==> src/rtl/elevator_pkg.sv <==
// Shared types for the SCAN elevator controller: FSM states, direction
// encoding and the decide rule used at every scheduling point.
package elevator_pkg;

  typedef enum logic [1:0] {
    ST_IDLE = 2'd0,
    ST_MOVE = 2'd1,
    ST_DOOR = 2'd2
  } state_t;

  localparam logic DIR_UP   = 1'b0;
  localparam logic DIR_DOWN = 1'b1;

  typedef struct packed {
    state_t state;
    logic   dir;
  } decision_t;

  // Serve here first, keep sweeping while work lies ahead, otherwise turn
  // around if work lies behind, otherwise rest.
  function automatic decision_t decide(input logic here, input logic above,
                                       input logic below, input logic dir);
    decision_t d;
    d.dir = dir;
    if (here) begin
      d.state = ST_DOOR;
    end else if ((dir == DIR_UP) ? above : below) begin
      d.state = ST_MOVE;
    end else if ((dir == DIR_UP) ? below : above) begin
      d.state = ST_MOVE;
      d.dir   = ~dir;
    end else begin
      d.state = ST_IDLE;
    end
    return d;
  endfunction

endpackage

==> src/rtl/elevator_req_latch.sv <==
// Holds unserved floor requests and reports where the effective requests
// lie relative to a one-hot reference position.
module elevator_req_latch #(
  parameter int NUM_FLOORS = 5
) (
  input  logic                  clk,
  input  logic                  rst,
  input  logic [NUM_FLOORS-1:0] floor_req,
  input  logic [NUM_FLOORS-1:0] clr,
  input  logic [NUM_FLOORS-1:0] pos,
  output logic [NUM_FLOORS-1:0] pending,
  output logic                  here,
  output logic                  above,
  output logic                  below
);

  logic [NUM_FLOORS-1:0] req_eff;
  logic [NUM_FLOORS-1:0] below_mask;
  logic [NUM_FLOORS-1:0] above_mask;

  // Requests seen this cycle count immediately, so a call made as the car
  // reaches a floor is still served there.
  assign req_eff    = pending | floor_req;
  // pos is one-hot, so pos-1 sets exactly the bits of the lower floors.
  assign below_mask = pos - NUM_FLOORS'(1);
  assign above_mask = ~(pos | below_mask);

  assign here  = |(req_eff & pos);
  assign above = |(req_eff & above_mask);
  assign below = |(req_eff & below_mask);

  // Latch new requests and drop the floor currently being served.
  always_ff @(posedge clk or posedge rst) begin
    if (rst) begin
      pending <= '0;
    end else begin
      // NOTE: sequential state uses <= so every flop samples pre-edge values.
      pending <= req_eff & ~clr;
    end
  end

endmodule

==> src/rtl/elevator_scan_controller.sv <==
// N-floor elevator car controller: SCAN scheduling over latched requests,
// timed travel between floors and a retriggerable door dwell.
module elevator_scan_controller
  import elevator_pkg::*;
#(
  parameter int NUM_FLOORS    = 5,
  parameter int TRAVEL_CYCLES = 4,
  parameter int DOOR_CYCLES   = 3
) (
  input  logic                  clk,
  input  logic                  rst,
  input  logic [NUM_FLOORS-1:0] floor_req,
  output logic [NUM_FLOORS-1:0] floor_pos,
  output logic [NUM_FLOORS-1:0] pending,
  output logic                  moving_up,
  output logic                  moving_down,
  output logic                  door_open,
  output logic                  arrived
);

  if (NUM_FLOORS < 2) begin : g_bad_floors
    $error("NUM_FLOORS must be at least 2");
  end
  if (TRAVEL_CYCLES < 1) begin : g_bad_travel
    $error("TRAVEL_CYCLES must be at least 1");
  end
  if (DOOR_CYCLES < 1) begin : g_bad_door
    $error("DOOR_CYCLES must be at least 1");
  end

  localparam int MAX_CYC = (TRAVEL_CYCLES > DOOR_CYCLES) ? TRAVEL_CYCLES : DOOR_CYCLES;
  localparam int TW      = $clog2(MAX_CYC + 1);
  // Timers count down to zero and act on the edge after reaching it.
  localparam logic [TW-1:0] TRAVEL_LOAD = TW'(TRAVEL_CYCLES - 1);
  localparam logic [TW-1:0] DOOR_LOAD   = TW'(DOOR_CYCLES - 1);
  localparam logic [NUM_FLOORS-1:0] HOME = NUM_FLOORS'(1);

  state_t          state, state_nxt;
  logic            dir, dir_nxt;
  logic [TW-1:0]   travel_tmr, travel_tmr_nxt;
  logic [TW-1:0]   door_tmr, door_tmr_nxt;
  logic [NUM_FLOORS-1:0] step_pos, eval_pos, clr;
  logic            arrive, req_here, here, above, below, take;
  decision_t       dec;

  elevator_req_latch #(.NUM_FLOORS(NUM_FLOORS)) u_req_latch (
    .clk       (clk),
    .rst       (rst),
    .floor_req (floor_req),
    .clr       (clr),
    .pos       (eval_pos),
    .pending   (pending),
    .here      (here),
    .above     (above),
    .below     (below)
  );

  // Neighbouring floor in the current direction, pinned at the end floors.
  always_comb begin
    // NOTE: default first so no path through always_comb infers a latch.
    step_pos = floor_pos;
    if (dir == DIR_UP && !floor_pos[NUM_FLOORS-1]) begin
      step_pos = floor_pos << 1;
    end else if (dir == DIR_DOWN && !floor_pos[0]) begin
      step_pos = floor_pos >> 1;
    end
  end

  // Decisions on arrival are taken against the floor being entered.
  assign arrive   = (state == ST_MOVE) && (travel_tmr == '0);
  assign eval_pos = arrive ? step_pos : floor_pos;
  assign req_here = |(floor_req & floor_pos);
  assign dec      = decide(here, above, below, dir);
  assign clr      = (state == ST_DOOR || state_nxt == ST_DOOR) ? eval_pos : '0;

  // Next-state, direction and timer updates.
  always_comb begin
    state_nxt      = state;
    dir_nxt        = dir;
    travel_tmr_nxt = travel_tmr;
    door_tmr_nxt   = door_tmr;
    take           = 1'b0;
    case (state)
      ST_IDLE: take = 1'b1;
      ST_MOVE: begin
        if (travel_tmr == '0) take = 1'b1;
        else                  travel_tmr_nxt = travel_tmr - 1'b1;
      end
      ST_DOOR: begin
        // A fresh call at the open door restarts the dwell instead of latching.
        if (req_here)              door_tmr_nxt = DOOR_LOAD;
        else if (door_tmr == '0)   take = 1'b1;
        else                       door_tmr_nxt = door_tmr - 1'b1;
      end
      default: state_nxt = ST_IDLE;
    endcase
    if (take) begin
      state_nxt = dec.state;
      dir_nxt   = dec.dir;
      if (dec.state == ST_MOVE) travel_tmr_nxt = TRAVEL_LOAD;
      if (dec.state == ST_DOOR) door_tmr_nxt   = DOOR_LOAD;
    end
  end

  // State, position, timers and registered status outputs.
  always_ff @(posedge clk or posedge rst) begin
    if (rst) begin
      state       <= ST_IDLE;
      dir         <= DIR_UP;
      travel_tmr  <= '0;
      door_tmr    <= '0;
      floor_pos   <= HOME;
      moving_up   <= 1'b0;
      moving_down <= 1'b0;
      door_open   <= 1'b0;
      arrived     <= 1'b0;
    end else begin
      state       <= state_nxt;
      dir         <= dir_nxt;
      travel_tmr  <= travel_tmr_nxt;
      door_tmr    <= door_tmr_nxt;
      floor_pos   <= eval_pos;
      moving_up   <= (state_nxt == ST_MOVE) && (dir_nxt == DIR_UP);
      moving_down <= (state_nxt == ST_MOVE) && (dir_nxt == DIR_DOWN);
      door_open   <= (state_nxt == ST_DOOR);
      arrived     <= (state_nxt == ST_DOOR) && (state != ST_DOOR);
    end
  end

endmodule

==> config.mk <==
export PLATFORM = sky130hd
export DESIGN_NAME = elevator_scan_controller
export DESIGN_NICKNAME = d
export VERILOG_FILES = /design/src/rtl/elevator_pkg.sv /design/src/rtl/elevator_req_latch.sv /design/src/rtl/elevator_scan_controller.sv
export SDC_FILE = /design/constraint.sdc
export NUM_CORES = 1
export LEC_CHECK = 0
export CAP_MARGIN = 20
export CORE_MARGIN = 2
export CORE_UTILIZATION = 49
export CTS_CLUSTER_SIZE = 28
export DETAILED_ROUTE_END_ITERATION = 8
export HOLD_SLACK_MARGIN = 0.1
export PLACE_DENSITY = 0.81
export SETUP_SLACK_MARGIN = 0.02
export SLEW_MARGIN = 20
export SYNTH_ARGS = -nofsm -noshare
export SYNTH_HDL_FRONTEND = slang
export SYNTH_SLANG_ARGS = --single-unit
==> constraint.sdc <==
create_clock -name clk -period 3.3 [get_ports clk]
set_input_delay 0.33 -clock clk [delete_from_list [all_inputs] [get_ports clk]]
set_output_delay 0.33 -clock clk [all_outputs]
set_load 0.02 [all_outputs]
* Yosys cells after proc, flatten, opt, wreduce, memory -nomap -nowiden *
Cells that the tools add are included.

operators by class
  add/subtract/negate cells = 3
  eq/ne operators = 7
  muxes and demuxes = 28
  bitwise gates (word level) = 11
  reduce and logical (&&, ||, !) cells = 17

operator list
  operator             count
  $mux 3               9
  $and 5x5->5          5
  $mux 5               4
  $reduce_or 5->1      4
  $mux 1               11
  $not 5->5            2
  $or 5x5->5           2
  $eq 2x1->1 const B   3
  $eq 2x2->1 const B   3
  $logic_and 1x1->1    6
  $logic_not 3->1      2
  $mux 2               3
  $sub 3x1->3 const B  2
  $sub 5x1->5 const B  1
  $pmux 1 s3           1
  $reduce_or 3->1      1
  $logic_not 1->1      2
  $logic_not 2->1      1
  $ne 2x2->1 const B   1
  $not 1->1            2
  $logic_or 1x1->1     1

storage, ports and cells
  bits in registers = 23
  bits of input ports = 7

* Logic depth before layout (Yosys ltp) *
Gate-level depths: netlist (run 1).

  depth in word-level cells = 20
  mapped depth = 16

* By module *
Synthesis (run 1) repeated with hierarchy kept, for this count alone.

unflattened totals
  cells, all modules = 153
  area total of the unflattened synthesis = 1432.6 sq um

modules (own cells, without submodules)
  module                    instances  cells an instance  area an instance (sq um)  seq. area each (sq um)
  elevator_scan_controller  1          111                1078.5                    451.7
  elevator_req_latch        1          42                 354.1                     125.1

* Worst setup path before layout (run 1) *
No wires, ideal clock.

  path kind = reg2reg
  start point = register travel_tmr[0]
  end point = register moving_up
  arrival = 3.193 ns
  required time = 3.218 ns
  path slack = 0.025 ns
  stages on the path, launching flop included = 17
  cells stage by stage = dfrtp_1 > inv_1 > ha_1 > and4bb_4 > buf_6 > a21oi_1 > o21ai_0 > inv_1 > ha_1 > nand3b_1 > ha_1 > o21ai_0 > o211ai_1 > a311oi_1 > o21ai_0 > or4_1 > a22oi_2

on the way
  cells in the longest elaborated chain, start to end = 15
  elaborated cells on any way between the ends = 27

RTL lines
  what                                            line                             text
  start, declared                                 elevator_scan_controller.sv:40   logic [TW-1:0] travel_tmr, travel_tmr_nxt;
  start signal, assigned                          elevator_scan_controller.sv:120  travel_tmr <= travel_tmr_nxt;
  $logic_not 3->1 (*)                             elevator_scan_controller.sv:70   assign arrive = (state == ST_MOVE) && (travel_tmr == '0);
  $logic_and 1x1->1 (*)                           elevator_scan_controller.sv:70
  $mux 5 (*)                                      elevator_scan_controller.sv:71   assign eval_pos = arrive ? step_pos : floor_pos;
  via eval_pos[0]                                 elevator_scan_controller.sv:42   logic [NUM_FLOORS-1:0] step_pos, eval_pos, clr;
  $sub 5x1->5                                     elevator_req_latch.sv:25         assign below_mask = pos - NUM_FLOORS'(1);
  $or 5x5->5                                      elevator_req_latch.sv:26         assign above_mask = ~(pos | below_mask);
  $not 5->5                                       elevator_req_latch.sv:26
  $and 5x5->5                                     elevator_req_latch.sv:29         assign above = |(req_eff & above_mask);
  $reduce_or 5->1                                 elevator_req_latch.sv:29
  $mux 1 (2 in series)                            elevator_pkg.sv:29               end else if ((dir == DIR_UP) ? below : above) begin
  $mux 1                                          elevator_pkg.sv:27               end else if ((dir == DIR_UP) ? above : below) begin
  $mux 2 / $mux 1 (equally long branches)         elevator_pkg.sv:25               if (here) begin
  $mux 2 / $mux 1 (equally long branches)         elevator_scan_controller.sv:97   if (take) begin
  $eq 2x1->1 / $not 1->1 (equally long branches)  elevator_scan_controller.sv:123  moving_up <= (state_nxt == ST_MOVE) && (dir_nxt == DIR_UP);
  $logic_and 1x1->1 (*)                           elevator_scan_controller.sv:123
  end signal, assigned                            elevator_scan_controller.sv:123
  end, declared                                   elevator_scan_controller.sv:15   output logic moving_up,

Mark *: on every way through the listed nets, which the timed path passes. The rest lies on a longest branch.

* Worst setup path in the final report (run 1) *
  start point = register travel_tmr[1]
  end point = register moving_up

on the way
  cells in the longest elaborated chain, start to end = 15
  elaborated cells on any way between the ends = 27

RTL lines
  what                                            line
  $logic_not 3->1 (*)                             elevator_scan_controller.sv:70, elevator_scan_controller.sv:86
  $logic_and 1x1->1                               elevator_scan_controller.sv:70
  $mux 5                                          elevator_scan_controller.sv:71
  $sub 5x1->5                                     elevator_req_latch.sv:25
  $or 5x5->5                                      elevator_req_latch.sv:26
  $not 5->5                                       elevator_req_latch.sv:26
  $and 5x5->5                                     elevator_req_latch.sv:29
  $reduce_or 5->1                                 elevator_req_latch.sv:29
  $mux 1 (2 in series)                            elevator_pkg.sv:29
  $mux 1                                          elevator_pkg.sv:27
  $mux 2 / $mux 1 (equally long branches)         elevator_pkg.sv:25
  $mux 2 / $mux 1 (equally long branches)         elevator_scan_controller.sv:97
  $eq 2x1->1 / $not 1->1 (equally long branches)  elevator_scan_controller.sv:123
  $logic_and 1x1->1 (*)                           elevator_scan_controller.sv:123

Every way passes the cells marked *; elsewhere a longest branch is shown, timed or not.

==> results of run 1 <==
per-layer routing:
layer / track usage (%) / share of wire, %
met5: 0 / 0
met4: 6.17 / 2.3
met3: 4.15 / 7.6
met2: 36.7 / 46
met1: 33.9 / 44
worst reg2reg max path, stage by stage (launching register included):
cell	delay [ns]
dfrtp_1	0.41
inv_2	0.08
ha_4	0.13
and4bb_4	0.31
buf_4	0.14
o21ai_0	0.14
and2_4	0.20
or3_1	0.31
ha_1	0.27
o21ai_0	0.08
o211ai_1	0.13
a311oi_1	0.22
o21ai_1	0.14
or4_4	0.55
a22oi_2	0.14
cells in the final DEF (no fill, tap or decap), types with 2 or more instances in the layout:
master / count
a311oi_1: 2
o211ai_1: 3
nand2_1: 16
inv_2: 3
or3_1: 3
a31oi_1: 2
clkbuf_4: 3
o21ai_1: 4
ha_4: 2
o21a_1: 2
o21ai_0: 12
ha_1: 6
inv_1: 9
clkdlybuf4s50_1: 20
buf_4: 23
xnor2_1: 2
dfrtp_1: 22
nor3_1: 2
a21oi_1: 11
nand3_1: 5
nand2b_1: 4
nor2_1: 12
final cells by class:
class	count	area share (%)
Clock buffer	3	1.17
Tap cell	31	2.01
Sequential cell	23	29.9
Timing Repair Buffer	43	19.3
Clock inverter	1	0.259
Inverter	12	2.33
Multi-Input combinational cell	122	45.0
flip-flops by register name, indices dropped and copies added (netlist names), 2 cells and up:
name	cells
floor_pos	5
state	2
travel_tmr	3
door_tmr	3
u_req_latch.pending	5
cells by family after synthesis:
family                     count (synthesis)  share of synthesized area [%]
AOI/OAI and AO/OA                         57                           27.4
and+or+nand+nor                           54                           19.0
DFF                                       23                           38.9
buffers and inverters                     18                           5.31
adders and majority gates                  8                           6.75
xor gates and xnor gates                   2                           1.18
muxes                                      1                           1.52
timing repair:
action	4_1_cts	5_1_grt
pin swaps	2	2
setup endpoints to repair	5	6
setup buffers	5	6
resized for setup	12	3
path summary, 6_finish.rpt:
path	start	to	slack, ns	cells past startpoint
max	travel_tmr[1]	moving_up	-0.003	14
min	rst	door_tmr[2]	0.47	2
max reg2reg	travel_tmr[1]	moving_up	-0.003	14
min reg2reg	door_tmr[1]	door_tmr[1]	0.51	1
max in group asynchronous	rst	floor_pos[2]	2.28	2
min in group clk	door_tmr[1]	door_tmr[1]	0.51	1
power by group through the flow:
stage	Combinational, mW	Sequential [mW]	Clock [mW]
6_report	0.354	0.353	0.135
3_3_place_gp	0.292	0.354	0
4_1_cts	0.320	0.352	0.140
3_5_place_dp	0.299	0.354	0
5_1_grt	0.386	0.360	0.152
2_1_floorplan	0.172	0.370	0
==> results.py, run 1 <==
metrics = {
    "yosys": {
        "yosys_warnings": 0,
        "ys_seq_elements": 23,
        "yosysMostFrequentCell": "dfrtp_1",
        "yosysUniqueCellTypes": 52,
        "async_flop_share_pct": 100,
        "synthTopCellsByCount": "22 x dfrtp_1, 16 x nand2_1, 15 x o21ai_0",
        "synth_area_per_cell_um2": 9.10,
        "synth-edff-count": 0,
        "syn_area_um2": 1480,
        "synth_top_area_share_pct": 37.1,
        "synthCells": 163,
        "synth_seq_area_share_pct": 38.9,
        "synth_top_area_cell": "dfrtp_1",
        "synthTopCellsByArea": "dfrtp_1 37%, ha_1 6.7%, o21ai_0 5.1%",
        "synth_nets": 178,
        "synth_flop_cell": "dfrtp_1",
    },
    "cts": {
        "cts.sinks": 23,
        "numCtsBuffers": 3,
        "h-tree-depth": 1,
        "path_clk_slew_ns": 0.13,
        "cts_tree": "built",
        "cts_hold_buf": 0,
        "clock_latency_ns": 0.32,
        "cts-root-buf": "clkbuf_4",
        "clockBufferDepth": 2,
    },
    "routing": {
        "dr_total_vias": 1467,
        "routedWlPerCell_um": 16.8,
        "first_pass_iters": 5,
        "postRouteAntennaNets": 0,
        "totalWireLength_um": 3950,
        "viasPerCell": 6.24,
        "drtIter0Drc": 96,
        "drc": 0,
    },
    "final_layout": {
        "multiInputGateArea_um2": 868,
        "num_antenna_cells": 0,
        "synthToLayoutAreaGrowth_pct": 30.0,
        "fillers": 211,
        "fin_area_um2": 1930,
        "drive_above_1_share_pct": 23.0,
        "utilization_pct": 68.8,
        "nets": 220,
        "stdcell_count": 235,
        "seq_area_um2": 577,
    },
    "critical_path": {
        "cpMaxStageDelayCell": "or4_4",
        "path_cells": "inv_2, ha_4, and4bb_4, buf_4, o21ai_0, and2_4, or3_1, ha_1, o21ai_0, o211ai_1, a311oi_1, o21ai_1, or4_4, a22oi_2",
        "critPathMaxStageDelay_ns": 0.55,
        "required_ns": 3.55,
        "crit_top_cell": "o21ai_0",
        "cp_top_family": "simple AND/OR/NAND/NOR gates",
        "worstSetupEndpointType": "flip-flop",
        "crit_path_start_kind": "flip-flop",
        "crit_type": "flip-flop to flip-flop",
        "crit_buf_inv": 2,
        "crit_fanout": 6,
        "critPathArrivalTime_ns": 3.55,
    },
    "sta": {
        "tightest_slew_ns": 0.875,
        "setup_violations": 1,
        "finalCritPeriodShare_pct": 100,
        "hold_viol": 0,
        "timing.fmax_mhz": 303,
        "slew_headroom_pct": 41.6,
        "slew_violations": 0,
        "setup_ws_ns": -0.00299,
        "clock_skew_ns": 0.00491,
        "hold_ws_ns": 0.473,
        "period_minus_slack_ns": 3.30,
        "tns_ns": -0.00299,
        "rsz0062_at_grt": "yes",
    },
    "die": {
        "fp.dieW_um": 59.0,
        "rows": 19,
        "die_area_um2": 3480,
        "die_y_um": 59.0,
        "core-area_um2": 2810,
        "io_pins": 21,
        "start_util_pct": 52.9,
    },
    "placement": {
        "dp.cells": 220,
        "portBuffers": 20,
        "dpl_cell_area_um2": 1780,
        "gp_congestion": 0.911,
        "hpwl_um": 2740,
        "post-place-ws_ns": -0.114,
    },
    "grt": {
        "grt_pass1_vias": 1343,
        "antenna_found_initial": 0,
        "grtUsageTotal_pct": 23.5,
        "grt_pass1_wl_um": 6310,
        "grt-ovfl-total": 0,
        "grt_max_degree": 24,
    },
    "power_and_ir_drop": {
        "p_leak_nw": 0.843,
        "power_switching_uw": 310,
        "seqPwrFrac_pct": 42.0,
        "vdd_drop_max_mv": 0.252,
        "p_total_uw": 842,
        "switching_share_pct": 36.9,
        "combPwrFrac_pct": 42.0,
        "power_density_nw_per_um2": 437,
        "power_frac_clock_pct": 16.0,
        "internal_power_uw": 532,
    },
    "job": {
        "drv_cap": 0,
    },
    "worst_hold_path": {
        "hp-class": "primary input to asynchronous set/reset pin",
    },
    "run_status": {
        "violations": "setup timing",
        "status": "finished with violations",
    },
}
Note: power is estimated with default switching activity, not from simulation.
==> inputs of run 2 (changes only) <==
Settings changed: CORE_UTILIZATION 49 to 31, PLACE_DENSITY 0.81 to 0.57.
==> results.py, run 2 (synthesized netlist as in run 1, its figures left out) <==
metrics = {
    "placement": {
        "post-place-ws_ns": -0.0905,
        "gp_congestion": 0.875,
        "hpwl_um": 2820,
        "portBuffers": 20,
    },
    "final_layout": {
        "final_common_cell": "buf_4",
        "largestRegisters": "floor_pos (5), u_req_latch.pending (5)",
        "layout_common_cells": "27 x buf_4, 22 x dfrtp_1, 20 x clkdlybuf4s50_1",
        "drive_above_1_share_pct": 24.9,
        "nets": 225,
        "synthToLayoutAreaGrowth_pct": 36.7,
        "num_antenna_cells": 0,
        "fillers": 449,
    },
    "routing": {
        "viasPerCell": 5.24,
        "drtIter0Drc": 138,
        "routedWlPerCell_um": 14.5,
        "first_pass_iters": 4,
        "totalWireLength_um": 3820,
        "drc": 0,
        "dr_total_vias": 1378,
        "postRouteAntennaNets": 0,
    },
    "sta": {
        "clock_skew_ns": 0.00144,
        "tns_ns": 0,
        "setup_violations": 0,
        "slew_headroom_pct": 41.1,
        "setup_ws_ns": 0.0516,
        "tightest_slew_ns": 0.882,
        "timing.fmax_mhz": 308,
        "period_minus_slack_ns": 3.25,
        "hold_ws_ns": 0.494,
        "rsz0062_at_grt": "yes",
        "finalCritPeriodShare_pct": 98.4,
        "hold_viol": 0,
        "slew_violations": 0,
    },
    "critical_path": {
        "r2r_start": "travel_tmr[1]",
        "crit_fanout": 7,
        "worstSetupEndpointType": "flip-flop",
        "critPathLaunch": "travel_tmr[1]",
        "critPathArrivalTime_ns": 3.45,
        "reg2reg_depth": 14,
        "crit_path_start_kind": "flip-flop",
        "crit_type": "flip-flop to flip-flop",
        "required_ns": 3.50,
    },
    "cts": {
        "cts_tree": "built",
        "cts.sinks": 23,
        "h-tree-depth": 1,
        "cts_hold_buf": 0,
        "path_clk_slew_ns": 0.09,
        "numCtsBuffers": 3,
        "clockBufferDepth": 2,
        "cts-root-buf": "clkbuf_8",
        "clock_latency_ns": 0.27,
    },
    "die": {
        "io_pins": 21,
        "core-area_um2": 4660,
        "die_y_um": 73.2,
        "fp.dieW_um": 73.2,
        "die_area_um2": 5360,
        "start_util_pct": 31.8,
        "rows": 25,
    },
    "power_and_ir_drop": {
        "vdd_drop_max_mv": 0.243,
        "power_density_nw_per_um2": 441,
        "p_leak_nw": 0.867,
    },
    "job": {
        "drv_cap": 0,
    },
    "worst_hold_path": {
        "hp-start": "door_tmr[1]",
        "hp-class": "flip-flop to flip-flop",
        "holdPathStages": 1,
    },
    "grt": {
        "grt_pass1_wl_um": 6170,
        "antenna_found_initial": 0,
        "grtUsageTotal_pct": 15.0,
        "grt_max_degree": 24,
        "grt_pass1_vias": 1249,
        "grt-ovfl-total": 0,
    },
    "run_status": {
        "status": "complete, no violations",
    },
}
## run 2: cell count changes in the layout (fill, tap and decap cells not counted), sizes merged
cell and delta:
clkinv -1, buf +5, clkinvlp +1
## run 2: timing repair
action	4_1_cts	5_1_grt
buffers inserted	3	5
resized for setup	10	8
endpoints found under the setup margin	3	6
pin swaps	5	7
## run 2: final timing paths
path | slack (ns) | end
min in group asynchronous | 0.54 | travel_tmr[0]
worst min register to register | 0.49 | door_tmr[1]
worst max register to register | 0.05 | moving_up
worst min-delay path | 0.49 | door_tmr[1]
worst max-delay path | 0.05 | moving_up
max in group asynchronous | 2.22 | u_req_latch.pending[4]
## run 2: final cells by class
cell class / count / area [um^2] / area share [%]
inverter: 12 / 45.0 / 2.22
multi-input combinational: 122 / 876 / 43.2
timing repair buffer: 48 / 414 / 20.4
sequential: 23 / 577 / 28.4
clock inverter: 1 / 7.51 / 0.370
clock buffer: 3 / 41.3 / 2.04
tap: 54 / 67.6 / 3.33
## run 2: routing by layer
layer / global-route usage [%] / up-vias / share of wire (%)
li1: - / 681 / -
met4: 6.38 / 0 / 2.5
met2: 22.1 / 46 / 45
met3: 1.80 / 9 / 4.6
met5: 0 / - / 0
met1: 22.0 / 642 / 48
## run 2: worst max-delay path, cell delays in order (launching register included)
cell,delay (ns)
dfrtp_1,0.37
inv_2,0.06
ha_4,0.16
and4bb_4,0.25
buf_6,0.14
a31o_1,0.19
and2_4,0.17
or3_1,0.35
ha_1,0.27
o21ai_1,0.09
o211ai_1,0.12
a311oi_1,0.23
o21ai_1,0.15
or4_1,0.51
a22oi_2,0.13
## run 2: where the power goes
part,switching [mW],internal [mW]
clock,0.101,0.0856
sequential,0.0364,0.319
combinational,0.181,0.172
## run 2: through the flow
stage / instance area [um^2] / power, mW / instances / utilization (%)
floorplan: 1480 / 0.542 / 163 / -
CTS: 1970 / 0.876 / 258 / 42.2
global placement: 1870 / 0.661 / 251 / 40.1
finish: 2030 / 0.895 / 263 / 43.5
detailed placement: 1870 / 0.658 / 251 / 40.1
global route: 2030 / 0.951 / 263 / 43.5
